$ cat config.mk
export PLATFORM = sky130hd
export DESIGN_NAME = jtag_dr_stream_ctrl
export DESIGN_NICKNAME = d
export VERILOG_FILES = /design/src/rtl/jtag_dr_stream_ctrl.sv
export SDC_FILE = /design/constraint.sdc
export NUM_CORES = 1
export LEC_CHECK = 0
export BUFFER_PORTS_ARGS = -buffer_cell sky130_fd_sc_hd__buf_2
export CAP_MARGIN = 0
export CORE_UTILIZATION = 45
export DETAILED_ROUTE_END_ITERATION = 10
export GPL_TIMING_DRIVEN = 0
export PLACE_DENSITY = 0.63
export SKIP_LAST_GASP = 1
export SLEW_MARGIN = 25
export SYNTH_ARGS = -nofsm -noshare
export SYNTH_HDL_FRONTEND = slang
export SYNTH_SLANG_ARGS = --single-unit
$ cat constraint.sdc
create_clock -name tck -period 4.2 [get_ports tck]
set_clock_uncertainty 0.2 [all_clocks]
set_input_delay 0.84 -clock tck [delete_from_list [all_inputs] [get_ports tck]]
set_output_delay 0.84 -clock tck [all_outputs]
set_load 0.03 [all_outputs]
$ cat src/rtl/jtag_dr_stream_ctrl.sv
// USER4 DR bridge: turns 8-bit DR scans into a byte stream for the solver
// and returns {status, result} on tdo for host readback.
module jtag_dr_stream_ctrl #(
    parameter int RESULT_WIDTH = 16,
    parameter int FIFO_DEPTH   = 16
) (
    input  logic                    tck,
    input  logic                    test_logic_reset,
    input  logic                    ir_is_user,
    input  logic                    capture_dr,
    input  logic                    shift_dr,
    input  logic                    update_dr,
    input  logic                    tdi,
    output logic                    tdo,
    output logic [7:0]              byte_data,
    output logic                    byte_valid,
    input  logic                    byte_ready,
    input  logic [RESULT_WIDTH-1:0] result,
    input  logic                    result_valid,
    output logic                    overflow,
    output logic [5:0]              fifo_level
);

    localparam int W  = RESULT_WIDTH + 8;
    localparam int AW = (FIFO_DEPTH > 1) ? $clog2(FIFO_DEPTH) : 1;

    typedef enum logic [1:0] {
        ST_IDLE,
        ST_SHIFT,
        ST_COMMIT
    } state_e;

    state_e                  state_q, state_d;
    logic [7:0]              in_sr_q, in_sr_d;
    logic [7:0]              bit_cnt_q, bit_cnt_d;
    logic [W-1:0]            out_sr_q, out_sr_d;
    logic [RESULT_WIDTH-1:0] result_q, result_d;
    logic                    done_q, done_d;
    logic                    overflow_q, overflow_d;
    logic [5:0]              level_q, level_d;
    logic [AW-1:0]           wr_ptr_q, wr_ptr_d;
    logic [AW-1:0]           rd_ptr_q, rd_ptr_d;
    logic [7:0]              mem_q [FIFO_DEPTH];

    logic       push;
    logic       pop;
    logic       full;
    logic       wr_en;
    logic       drop;
    logic [7:0] status;

    assign status = {overflow_q, done_q, level_q};

    // Scan FSM; leaving USER4 forces IDLE and suppresses any pending push.
    always_comb begin
        state_d   = state_q;
        in_sr_d   = in_sr_q;
        bit_cnt_d = bit_cnt_q;
        out_sr_d  = out_sr_q;
        push      = 1'b0;
        if (!ir_is_user) begin
            state_d = ST_IDLE;
        end else begin
            unique case (state_q)
                ST_IDLE: begin
                    if (capture_dr) begin
                        state_d   = ST_SHIFT;
                        bit_cnt_d = 8'd0;
                        out_sr_d  = {status, result_q};
                    end
                end
                ST_SHIFT: begin
                    if (shift_dr) begin
                        in_sr_d  = {tdi, in_sr_q[7:1]};
                        out_sr_d = {tdi, out_sr_q[W-1:1]};
                        if (bit_cnt_q != 8'hFF) begin
                            bit_cnt_d = bit_cnt_q + 8'd1;
                        end
                    end
                    if (update_dr) begin
                        state_d = ST_COMMIT;
                    end
                end
                ST_COMMIT: begin
                    push    = (bit_cnt_q == 8'd8);
                    state_d = ST_IDLE;
                end
                default: begin
                    state_d = ST_IDLE;
                end
            endcase
        end
    end

    // A push into a full FIFO survives only if the head leaves on the same edge.
    always_comb begin
        pop        = byte_valid & byte_ready;
        full       = (level_q == 6'(FIFO_DEPTH));
        wr_en      = push & (~full | pop);
        drop       = push & full & ~pop;
        level_d    = level_q;
        wr_ptr_d   = wr_ptr_q;
        rd_ptr_d   = rd_ptr_q;
        overflow_d = overflow_q | drop;
        if (wr_en) begin
            wr_ptr_d = wr_ptr_q + AW'(1);
        end
        if (pop) begin
            rd_ptr_d = rd_ptr_q + AW'(1);
        end
        if (wr_en && !pop) begin
            level_d = level_q + 6'd1;
        end else if (!wr_en && pop) begin
            level_d = level_q - 6'd1;
        end
    end

    always_comb begin
        result_d = result_q;
        done_d   = done_q;
        if (result_valid) begin
            result_d = result;
            done_d   = 1'b1;
        end
    end

    always_ff @(posedge tck or posedge test_logic_reset) begin
        if (test_logic_reset) begin
            state_q    <= ST_IDLE;
            in_sr_q    <= '0;
            bit_cnt_q  <= '0;
            out_sr_q   <= '0;
            result_q   <= '0;
            done_q     <= 1'b0;
            overflow_q <= 1'b0;
            level_q    <= '0;
            wr_ptr_q   <= '0;
            rd_ptr_q   <= '0;
        end else begin
            state_q    <= state_d;
            in_sr_q    <= in_sr_d;
            bit_cnt_q  <= bit_cnt_d;
            out_sr_q   <= out_sr_d;
            result_q   <= result_d;
            done_q     <= done_d;
            overflow_q <= overflow_d;
            level_q    <= level_d;
            wr_ptr_q   <= wr_ptr_d;
            rd_ptr_q   <= rd_ptr_d;
        end
    end

    always_ff @(posedge tck) begin
        if (wr_en) begin
            mem_q[wr_ptr_q] <= in_sr_q;
        end
    end

    assign tdo        = out_sr_q[0];
    assign byte_valid = (level_q != 6'd0);
    assign byte_data  = byte_valid ? mem_q[rd_ptr_q] : 8'h00;
    assign overflow   = overflow_q;
    assign fifo_level = level_q;

endmodule

Yosys cells after proc, flatten, opt, wreduce, memory -nomap -nowiden
Memories as Yosys holds them, arrays and structs flattened.
Cells that the tools add are included.
{"block": "word_totals", "ram_bits": 128, "inputBits": 25, "out_inout_bits": 17, "elab_cells": 64, "mem_count": 1, "reg_bits": 74}
{"block": "op_classes", "reduce_logical": 12, "n_addsub": 5, "muxes": 18, "bitwise": 8, "eq_ne": 10}
{"memory": "mem_q", "words": 16, "word_bits": 8, "rd": 1, "rd_ports_with_merged_regs": 0, "wr": 1, "line_no": "43", "text": "logic [7:0] mem_q [FIFO_DEPTH];"}
{"cell": "2-to-1 mux 24 bit", "count": 2}
{"cell": "one-hot mux 24 bit (2 select lines)", "count": 1}
{"cell": "2-to-1 mux 8 bit", "count": 4}
{"cell": "one-hot mux 8 bit (2 select lines)", "count": 1}
{"cell": "2-to-1 mux 6 bit", "count": 2}
{"cell": "adder 4 x 1 -> 4 bit, second input constant", "count": 2}
{"cell": "adder 8 x 1 -> 8 bit, second input constant", "count": 1}
{"cell": "equality test 8 x 4 -> 1 bit, second input constant", "count": 1}
{"cell": "inequality test 8 bit, second input constant", "count": 1}
{"cell": "adder 6 x 1 -> 6 bit, second input constant", "count": 1}
{"cell": "equality test 6 x 5 -> 1 bit, second input constant", "count": 1}
{"cell": "2-to-1 mux 2 bit", "count": 3}
{"cell": "inequality test 2 bit, second input constant", "count": 3}
{"cell": "inequality test 3 bit, second input constant", "count": 2}
{"cell": "nonzero test 6 bit", "count": 1}
{"cell": "subtractor 6 x 1 -> 6 bit, second input constant", "count": 1}
{"cell": "AND reduction 5 bit", "count": 1}
{"cell": "AND 1 bit", "count": 4}
{"cell": "2-to-1 mux 1 bit", "count": 4}
{"cell": "one-hot mux 2 bit (2 select lines)", "count": 1}
{"cell": "AND reduction 4 bit", "count": 1}
{"cell": "nonzero test 2 bit", "count": 2}
{"cell": "AND reduction 3 bit", "count": 1}
{"cell": "equality test 2 x 1 -> 1 bit, second input constant", "count": 1}
{"cell": "other kinds (7)", "count": 11}

Depth between registers and ports, before layout
Gate-level depths: netlist of run 1.
{"block": "depth", "word_depth": 8, "mapped_depth": 13, "mapped_depth_nobuf": 12}

Least setup slack after synthesis of run 1
Ideal clock, no wire load.
{"block": "synth_path", "path_type": "register -> register", "startpoint": "reg level_q[0], in the netlist fifo_level[0]", "endpoint": "reg level_q[5], in the netlist fifo_level[5]", "path_stages_with_launch": 12, "n_path_buf": 1, "synth_period_minus_slack_ps": 3376, "required_time_ps": 3863, "slack_ps": 824, "t_arrival_ps": 3039, "path_cell_list": "dfrtp_1 nor4_2 or3b_1 buf_6 nand2_4 ha_1 inv_1 ha_1 a211oi_1 nor3_1 or3b_2 xor2_1"}
{"block": "synth_via", "elab_chain_cells": 7, "word_cells_on_any_way": 15, "cone_classes": "add/sub: 2; eq/ne: 1; mux: 2; bitwise: 4; reduce/logical: 6"}
{"element": "start, declared", "line_no": "40", "text": "logic [5:0] level_q, level_d;"}
{"element": "start signal, assigned", "line_no": "147", "text": "level_q <= level_d;"}
{"element": "nonzero test 6 bit *", "line_no": "160", "text": "assign byte_valid = (level_q != 6'd0);"}
{"element": "via byte_valid", "line_no": "16", "text": "output logic byte_valid,"}
{"element": "AND 1 bit *", "line_no": "97", "text": "pop = byte_valid & byte_ready;"}
{"element": "bitwise OR 1 bit", "line_no": "99", "text": "wr_en = push & (~full | pop);"}
{"element": "AND 1 bit", "line_no": "99"}
{"element": "logical NOT 1 bit", "line_no": "113", "text": "end else if (!wr_en && pop) begin"}
{"element": "logical AND 1 bit", "line_no": "113"}
{"element": "nonzero test 2 bit (no source line)"}
The timed path passes the listed nets; every way through them passes the cells marked *. The select of a mux whose other input is x is not followed.
A chain may end at the register's enable or synchronous reset.

Worst setup path after layout of run 1
{"block": "layout_path", "startpoint": "reg rd_ptr_q[1]", "endpoint": "out byte_data[3]"}
{"block": "layout_via", "elab_chain_cells": 2}
{"element": "start, declared", "line_no": "42", "text": "logic [AW-1:0] rd_ptr_q, rd_ptr_d;"}
{"element": "start signal, assigned", "line_no": "149", "text": "rd_ptr_q <= rd_ptr_d;"}
{"element": "memory (16 x 8 bit)"}
{"element": "2-to-1 mux 8 bit", "line_no": "161", "text": "assign byte_data = byte_valid ? mem_q[rd_ptr_q] : 8'h00;"}
{"element": "end, declared", "line_no": "15", "text": "output logic [7:0] byte_data,"}
Every way passes these cells.

==> metrics.txt, run 1 <==
post-layout util=52.84%; clock-pin slew on the worst setup and hold paths=0.06 ns; via count=4,676; Yosys cell types=55; P_leak=around 3.8 nW; Peak VDD IR=between 0.4 and 0.5 mV; post-CTS sizing=0; CTS HTree Levels=1; top-area cell type share of the netlist area=between 40% and 50%; Num CTS Buffers=23; most frequent cells in the layout=edfxtp_1 (128), dfrtp_1 (74), buf_2 (48); Chip Width=between 100 and 150 microns; crit path DAT=2.70 ns; post-synth net total=557; status=complete, no violations; path depth of the worst reg2reg path=13; clock root buffer=clkbuf_16; Hold Crit Class=input pin to async pin; CTS tree=done; Wirelength per Cell=20.34 microns; Post-Syn Area=~8600 sq um; Max FO, Critical Path=10; Iter 0 DRT Violations=350; CP startpoint kind=flop; Seq/Total Area, Yosys=66.28%; setup TNS=0 ns; die area=19,650 sq um; Core Box Area=18,710 sq um; measured slew at the worst slew-check pin=0.7356 ns; worst r2r dst=fifo_level[5]; DPL Wire Length=about 11,000 microns; # Max-Cap Violations=0; required time worst endpoint=about 3.2 ns; synthesized area per cell=16.56 sq um; P per Cell Area=617.0 nW/um^2; Starting Density=45.94%; largest net degree at the start of global routing=53; pre-CTS setup slack=0.4502 ns; final WL=16,990 microns; Die Y=roughly 140 microns; DRT Pass-1 Iters=4; Cells after Synth=519; setup slack, reg-to-reg=between 0.6 and 0.7 ns; FILL cells=1,530; number of synthesized flops with an enable pin=128; yosys warns=0; vias in the first global route=4,931; cell accounting for the most synthesized area=edfxtp_1; Setup WS post-layout=0.4598 ns; Sink Count=slightly above 200; FP Rows=50; Final min period=3.740 ns; Synth area leaders=edfxtp_1 (45%), dfrtp_1 (22%), mux4_2 (8.4%); Pwr Total=between 6 and 7 mW; Slew headroom=50.96%; Critical R2R Launch=bit_cnt_q[0]; Synth Register Bits=202; crit end category=output pin; DR vias/cell=between 5 and 6; layout cell share with drive strength beyond 1=roughly 28%; Post-synth top flop=edfxtp_1; Area Growth Syn to Fin=15.01%; Tcrit/Tclk final=89.05%; first-pass GRT wire length=around 27,000 microns; Crit Path Class=flop to output pin; final hold viol count=0; Final Max Slew Viols=0; # IOs=42; CTS Buffer Depth=3; GRT Util Overall=a little under a fifth; # port buffers=40; final setup vio count=0; FFs w/ async S/R, synth=36.63%; hold_buf cts=0; Overflow after GRT=0; commonest non-fill, non-tap cell in the layout=edfxtp_1; Ant. Diodes=0; final net count=just over 600; Peak Freq=0.2674 GHz; initial antenna violation count=0; drt drc=0; Placer Congestion=0.8112; Clock Latency Late Sink=around 0.50 ns; RSZ-0062 raised after global routing=no; Post-DRT Antenna Nets=0; setup bufs post-CTS=0
==> worst max-delay path, stage by stage, from the launching register on <==
cell and delay (ns):
dfrtp_1 0.37, buf_2 0.22, clkbuf_1 0.52, mux4_2 0.41, mux2i_1 0.32, o22ai_1 0.15, buf_2 0.20
==> worst max-delay path by stage <==
| stage | startpoint | depth (start not counted) | endpoint | slack [ns] |
|---|---|---|---|---|
| detailed placement | byte_ready | 11 | fifo_level[5] | 0.45 |
| floorplan | fifo_level[0] | 11 | fifo_level[5] | 0.82 |
| global placement | test_logic_reset | 2 | wr_ptr_q[2] | 0.39 |
| CTS | rd_ptr_q[1] | 6 | byte_data[3] | 0.40 |
| finish | rd_ptr_q[1] | 6 | byte_data[3] | 0.46 |
| global route | rd_ptr_q[1] | 6 | byte_data[3] | 0.33 |
==> cell type report <==
cell class | instances | area [sq um] | share of cell area (%)
clock inverter | 16 | 183.9 | 1.861
tap | 234 | 292.8 | 2.962
multi-input combinational | 279 | 2696 | 27.28
inverter | 7 | 28.78 | 0.2912
clock buffer | 25 | 583.1 | 5.899
sequential | 202 | 5695 | 57.63
buffer | 31 | 175.2 | 1.772
timing repair buffer | 41 | 227.7 | 2.304
==> cells in the mapped netlist, drive strengths merged, types with 2 or more instances <==
master,number
inv,7
a21o,5
o31ai,8
mux4,32
mux2i,41
mux2,27
ha,12
edfxtp,128
and4b,8
buf,19
nor3,2
nor4,2
or3b,2
clkbuf,12
xnor2,6
nand3,6
nand3b,2
and4bb,6
nand4,2
nor2,3
nand2,35
a41oi,2
o22ai,8
and4,5
nand4b,2
and3,4
nand2b,5
dfrtp,74
o21ai,32
xor2,5
a21oi,7
==> routing by layer <==
metal | GRT usage [%] | wire [microns] | part of all wire [%]
met5 | 0 | 0 | 0
met4 | 6.651 | 449 | 2.6
met3 | 2.974 | 1143 | 6.7
met2 | 29.39 | 7893 | 46
met1 | 24.98 | 7500 | 44
==> report_power, final <==
group	switching (mW)	internal [mW]	total, mW
clock	0.770	1.25	2.02
combinational	0.855	0.663	1.52
sequential	0.218	2.34	2.56
==> cell families after synthesis <==
logic type	Yosys count	synth area share [%]
buf+inv	38	2.344
flops	202	66.28
simple gates	90	7.018
compound gates	65	4.514
mux	100	16.74
fa+ha+maj	13	1.980
xor+xnor	11	1.121
==> stage by stage <==
step / std cells / hold WS (ns) / area [sq um]
final: 835 / 0.1060 / 9883
after global routing: 835 / 0.1184 / 9883
after CTS: 835 / 0.1022 / 9883
after detailed placement: 794 / 0.2596 / 9116
after global placement: 793 / 0.2570 / 9086
after floorplan: 519 / 0.2361 / 8593
==> registers in the layout, indices dropped and copies added (netlist names) <==
signal,cells
state_q,2
fifo_level,6
result_q,16
bit_cnt_q,8
out_sr_q,24
wr_ptr_q,4
done_q,1
mem_q,128
rd_ptr_q,4
overflow,1
in_sr_q,8
(Power assumes the default switching activity.)
==> run 2: changes to the inputs <==
Settings changed: CTS_BUF_LIST from default to sky130_fd_sc_hd__clkbuf_16.
==> run 2 against run 1 <==
  * Fmax barely moved
  * First-iteration DRC count shrank 1.4%
  * Utilization unchanged
  * Worst hold slack is essentially flat
  * Die area unchanged
  * Combinational power about the same
  * Global-route usage did not move
  * Worst setup slack got worse by 0.0015 ns
  * Clock power hardly changed
  * Flip-flop and latch count stayed put
  * Highest routed layer unchanged
==> metrics.txt, run 2 (same netlist as run 1, synthesis figures left out) <==
Peak VDD IR=0.4412 mV (about the same); initial antenna violation count=0 (unchanged); P per Cell Area=616.8 nW/um^2 (about the same); Crit Path Class=flop to output pin; final hold slack=0.1063 ns (+0.0003050 ns); Critical R2R Launch=bit_cnt_q[0]; P_leak=3.780 nW (+0.22%); Post-DRT Antenna Nets=0 (unchanged); DR vias/cell=5.619 (+0.34%); first-pass GRT wire length=27,160 microns (unchanged); final hold viol count=0 (unchanged); Wirelength per Cell=20.40 microns (+0.30%); most frequent cells in the layout=edfxtp_1 (128), dfrtp_1 (74), buf_2 (48); pre-CTS setup slack=0.4502 ns (unchanged); largest net degree at the start of global routing=53 (unchanged); CP startpoint kind=flop; Ant. Diodes=0 (unchanged); post-CTS sizing=0 (unchanged); Tcrit/Tclk final=89.09% (about the same); clock root buffer=clkbuf_16; setup TNS=0 ns (unchanged); Chip Width=140.2 microns (unchanged); Top reg by flops=mem_q; Clock Latency Late Sink=0.50 ns (about the same); final WL=17,040 microns (+0.30%); Overflow after GRT=0 (unchanged); crit end category=output pin; Peak Freq=0.2673 GHz (about the same); Starting Density=45.94% (unchanged); Setup WS post-layout=0.4583 ns (-0.001468 ns); status=complete, no violations; via count=4,692 (+0.34%); dpl cell area=9116 sq um (unchanged); # IOs=42 (unchanged); measured slew at the worst slew-check pin=0.7315 ns (-0.004115 ns); drt drc=0 (unchanged); GRT Util Overall=18.18% (unchanged); Largest regs=mem_q x128, out_sr_q x24, result_q x16; DPL Wire Length=11,030 microns (unchanged); Final Max Slew Viols=0 (unchanged); CTS Buffer Depth=3 (unchanged); final setup vio count=0 (unchanged); required time worst endpoint=3.16 ns (about the same); CTS HTree Levels=1 (unchanged); Hold Crit Class=input pin to async pin; crit path DAT=2.70 ns (about the same); Sink Count=202 (unchanged); DRT Pass-1 Iters=4 (unchanged); CTS tree=done; Slew headroom=51.23% (+0.27 points); Core Box Area=18,710 sq um (unchanged); RSZ-0062 raised after global routing=no; FP Rows=50 (unchanged); die area=19,650 sq um (unchanged); post-layout util=52.84% (unchanged); # Max-Cap Violations=0 (unchanged); # port buffers=40 (unchanged); Num CTS Buffers=23 (unchanged); layout cell share with drive strength beyond 1=27.79% (unchanged); clock-pin slew on the worst setup and hold paths=0.06 ns (about the same); Die Y=140.2 microns (unchanged); Area Growth Syn to Fin=15.01% (unchanged); Final min period=3.742 ns (+0.001468 ns); Iter 0 DRT Violations=345 (-1.4%); Max FO, Critical Path=10 (unchanged); final net count=623 (unchanged); fin area=9883 sq um (unchanged); Placer Congestion=0.8112 (unchanged); vias in the first global route=4,931 (unchanged); commonest non-fill, non-tap cell in the layout=edfxtp_1; hold_buf cts=0 (unchanged); setup bufs post-CTS=0 (unchanged); Critical Path Source=rd_ptr_q[1]; max reg flops=128 (unchanged)
==> run 2: changes by cell type in the layout (fill, tap and decap cells not counted) <==
| cell | change |
|---|---|
| inv_1 | +2 |
| clkbuf_1 | -2 |
==> run 2: power by group <==
part | total [mW] | internal, mW | switching (mW)
clock network | 2.01 | 1.24 | 0.770
logic | 1.52 | 0.663 | 0.859
registers | 2.56 | 2.34 | 0.217
total | 6.10 | 4.25 | 1.85
==> run 2: critical path, stage by stage (launching register included) <==
cell	delay, ns
dfrtp_1	0.37
buf_2	0.23
clkbuf_1	0.53
mux4_2	0.41
mux2i_1	0.32
o22ai_1	0.15
buf_2	0.20
==> run 2: metrics by stage <==
stage,instances,total power [mW]
2_1_floorplan,519,3.670
3_3_place_gp,793,4.096
3_5_place_dp,794,4.144
4_1_cts,835,6.168
5_1_grt,835,6.380
6_report,835,6.096
==> run 2: metal layers <==
| metal | up-vias | track usage, % | share of wire, % |
|---|---|---|---|
| met5 | - | 0 | 0 |
| met4 | 0 | 6.651 | 2.6 |
| met3 | 32 | 2.974 | 6.9 |
| met2 | 144 | 29.39 | 46 |
| met1 | 2363 | 24.98 | 44 |
| li1 | 2153 | - | - |
==> run 2: cell type report <==
class	count	area [sq um]
buffer	31	175.2
clock buffer	23	575.6
clock inverter	18	191.4
fill	1530	8822
inverter	7	28.78
multi-input combinational	279	2696
sequential	202	5695
tap	234	292.8
timing repair buffer	41	227.7
==> run 2: path summary, 6_finish.rpt <==
| check | end | slack (ns) | cells after the start |
|---|---|---|---|
| min | result_q[13] | 0.11 | 2 |
| min in group tck | done_q | 0.28 | 1 |
| max reg2reg | fifo_level[5] | 0.64 | 13 |
| min reg2reg | done_q | 0.28 | 1 |
| max in group asynchronous | out_sr_q[2] | 3.13 | 3 |
| max | byte_data[3] | 0.46 | 6 |
==> run 3: changes to the inputs <==
Settings changed: CORE_ASPECT_RATIO from default to 0.5, PLACE_DENSITY 0.63 to 0.65.
Clock period 4.2 ns to 3.01 ns, I/O delays scaled along.
==> run 3 against run 2 <==
  * The flow now finishes with violations (setup timing)
  * Combinational power is 88% higher
  * Via count hardly changed
  * Critical endpoint is now fifo_level[5]
  * Global-route usage is 0.18 points lower
  * Utilization is 2.2 points higher
  * First-iteration DRC count is 7.8% higher
  * Sequential power is 41% higher
  * Highest routed layer unchanged
  * Register-to-register slack worse by 0.71 ns
  * Non-clock buffer count is 14 higher
==> metrics.txt, run 3 (same netlist as run 1, synthesis figures left out) <==
Area Growth Syn to Fin=18.88%; Final min period=3.081 ns; via count=4,691 (-0.021%); P_leak=3.838 nW (+1.5%); setup slack, reg-to-reg=-0.07 ns (-0.71 ns); Slew headroom=55.39% (+4.2 points); Overflow after GRT=0 (unchanged); DPL Wire Length=11,000 microns (-0.31%); # IOs=42 (unchanged); P per Cell Area=842.3 nW/um^2 (+37%); initial antenna violation count=0 (unchanged); Iter 0 DRT Violations=372 (+7.8%); hold depth=2; Peak VDD IR=0.3319 mV (-25%); status=finished, violations left; layout cell share with drive strength beyond 1=34.21% (+6.4 points); crit path DAT=3.24 ns (+0.54 ns); Core Box Area=18,570 sq um (-0.74%); Post-DRT Antenna Nets=0 (unchanged); measured slew at the worst slew-check pin=0.6691 ns (-0.06239 ns); DR vias/cell=5.411 (-3.7%); first-pass GRT wire length=26,990 microns (-0.64%); final hold viol count=0 (unchanged); setup TNS=-0.5567 ns (-0.5567 ns); # port buffers=40 (unchanged); most frequent cells in the layout=edfxtp_1 (128), dfrtp_1 (69), buf_2 (42); # Max-Cap Violations=0 (unchanged); Max FO, Critical Path=5 (-5); max reg flops=128 (unchanged); CTS tree=done; GRT Util Overall=18.01% (-0.18 points); commonest non-fill, non-tap cell in the layout=edfxtp_1; CP startpoint kind=flop; Final Max Slew Viols=0 (unchanged); required time worst endpoint=3.17 ns (about the same); final net count=633 (+1.6%); Clock Latency Late Sink=0.48 ns (-0.02 ns); Sink Count=202 (unchanged); Crit Path Class=flop to flop; Tcrit/Tclk final=102.4%; Wirelength per Cell=19.54 microns (-4.3%); Top reg by flops=mem_q; Worst Hold Path EP=result_q[10]; path depth of the worst reg2reg path=13 (unchanged); worst r2r dst=fifo_level[5]; RSZ-0062 raised after global routing=yes; Peak Freq=0.3246 GHz; CTS HTree Levels=1 (unchanged); failing checks=setup timing; largest net degree at the start of global routing=51 (-3.8%); Num CTS Buffers=19 (-17%); placed cell count=819 (+3.1%); Die Y=99.72 microns (-29%); CTS Buffer Depth=3 (unchanged); vias in the first global route=4,730 (-4.1%); Post-Layout Cell Count=867 (+3.8%); Critical R2R Launch=bit_cnt_q[1]; final WL=16,940 microns (-0.58%); FP Rows=35 (-30%); clock-pin slew on the worst setup and hold paths=0.06 ns (about the same); Setup WS post-layout=-0.07084 ns (-0.5292 ns); Starting Density=46.28% (+0.34 points); die area=19,690 sq um (+0.17%); drt drc=0 (unchanged); Ant. Diodes=0 (unchanged); Largest regs=mem_q x128, out_sr_q x24, result_q x16; final setup vio count=10 (+10); DRT Pass-1 Iters=4 (unchanged); Hold Crit Class=input pin to flop; clock root buffer=clkbuf_16; crit end category=flop; hold path startpoint=result[10]; Chip Width=197.4 microns (+41%); Placer Congestion=0.7852 (-3.2%)
==> run 3: cell count changes in the layout (fill, tap and decap cells not counted), moves of 6 or more <==
cell	delta
buf_2	-6
buf_4	+9
buf_6	+9
mux2i_1	-11
mux2i_4	+6
o22ai_1	-8
o22ai_4	+7
==> run 3: how the worst max path moves through the flow <==
stage,start,to,slack (ns),depth (start not counted)
finish,bit_cnt_q[1],fifo_level[5],-0.07,13
global route,fifo_level[2],fifo_level[4],-0.20,11
CTS,fifo_level[1],fifo_level[5],-0.12,11
detailed placement,bit_cnt_q[0],fifo_level[5],-0.30,13
global placement,test_logic_reset,fifo_level[3],-0.84,2
floorplan,fifo_level[3],fifo_level[5],-0.1,11
==> run 3: what timing repair did <==
item	4_1_cts	5_1_grt
endpoints found under the setup margin	11	12
setup buffers	13	1
cloned	1	0
endpoints found under the hold margin	24	0
pin swaps	12	14
gates resized for setup	75	8
hold buffers	1	0
==> run 3: routing by layer <==
metal | vias to the layer above | GRT usage, % | share of wire [%]
met5 | - | 0 | 0
met4 | 0 | 3.101 | 1.3
met3 | 20 | 4.035 | 4.6
met2 | 88 | 28.28 | 45
met1 | 2401 | 26.18 | 49
li1 | 2182 | - | -
==> run 3: critical path, stage by stage, from the launching register on <==
cell        delay (ns)
dfrtp_1           0.37
inv_1             0.08
ha_1              0.17
and4bb_2          0.27
nand4b_4          0.14
nor2_4            0.15
buf_6             0.13
ha_4              0.15
clkinvlp_4        0.21
ha_4              0.36
a211oi_4          0.06
o21ai_0           0.15
or3b_4            0.39
xor2_1            0.14
==> run 3: area by class of cell <==
type                       count  area, sq um
timing repair buffer          57        405.4
fill                        1479         8352
multi-input combinational    279         3007
clock inverter                15        66.31
inverter                       7        32.53
sequential                   202         5702
buffer                        29        203.9
clock buffer                  19        475.5
tap                          259        324.1
==> run 3: power by group <==
part	total, mW	switching (mW)	leakage [nW]	internal (mW)
combinational	2.85	1.43	1.48	1.42
clock	2.14	0.991	0.293	1.15
sequential	3.61	0.336	2.07	3.27
==> run 3: through the flow <==
step | total power [mW] | cell area (sq um) | hold slack [ns] | setup slack (ns) | utilization, %
2_1_floorplan | 5.137 | 8615 | 0.2361 | -0.09603 | -
3_3_place_gp | 5.744 | 9139 | 0.2566 | -0.8444 | 49.22
3_5_place_dp | 5.784 | 9169 | 0.2738 | -0.2985 | 49.38
4_1_cts | 8.600 | 10190 | 0.1370 | -0.1169 | 54.87
5_1_grt | 9.017 | 10220 | 0.1366 | -0.1955 | 55.02
6_report | 8.605 | 10220 | 0.1510 | -0.07084 | 55.02
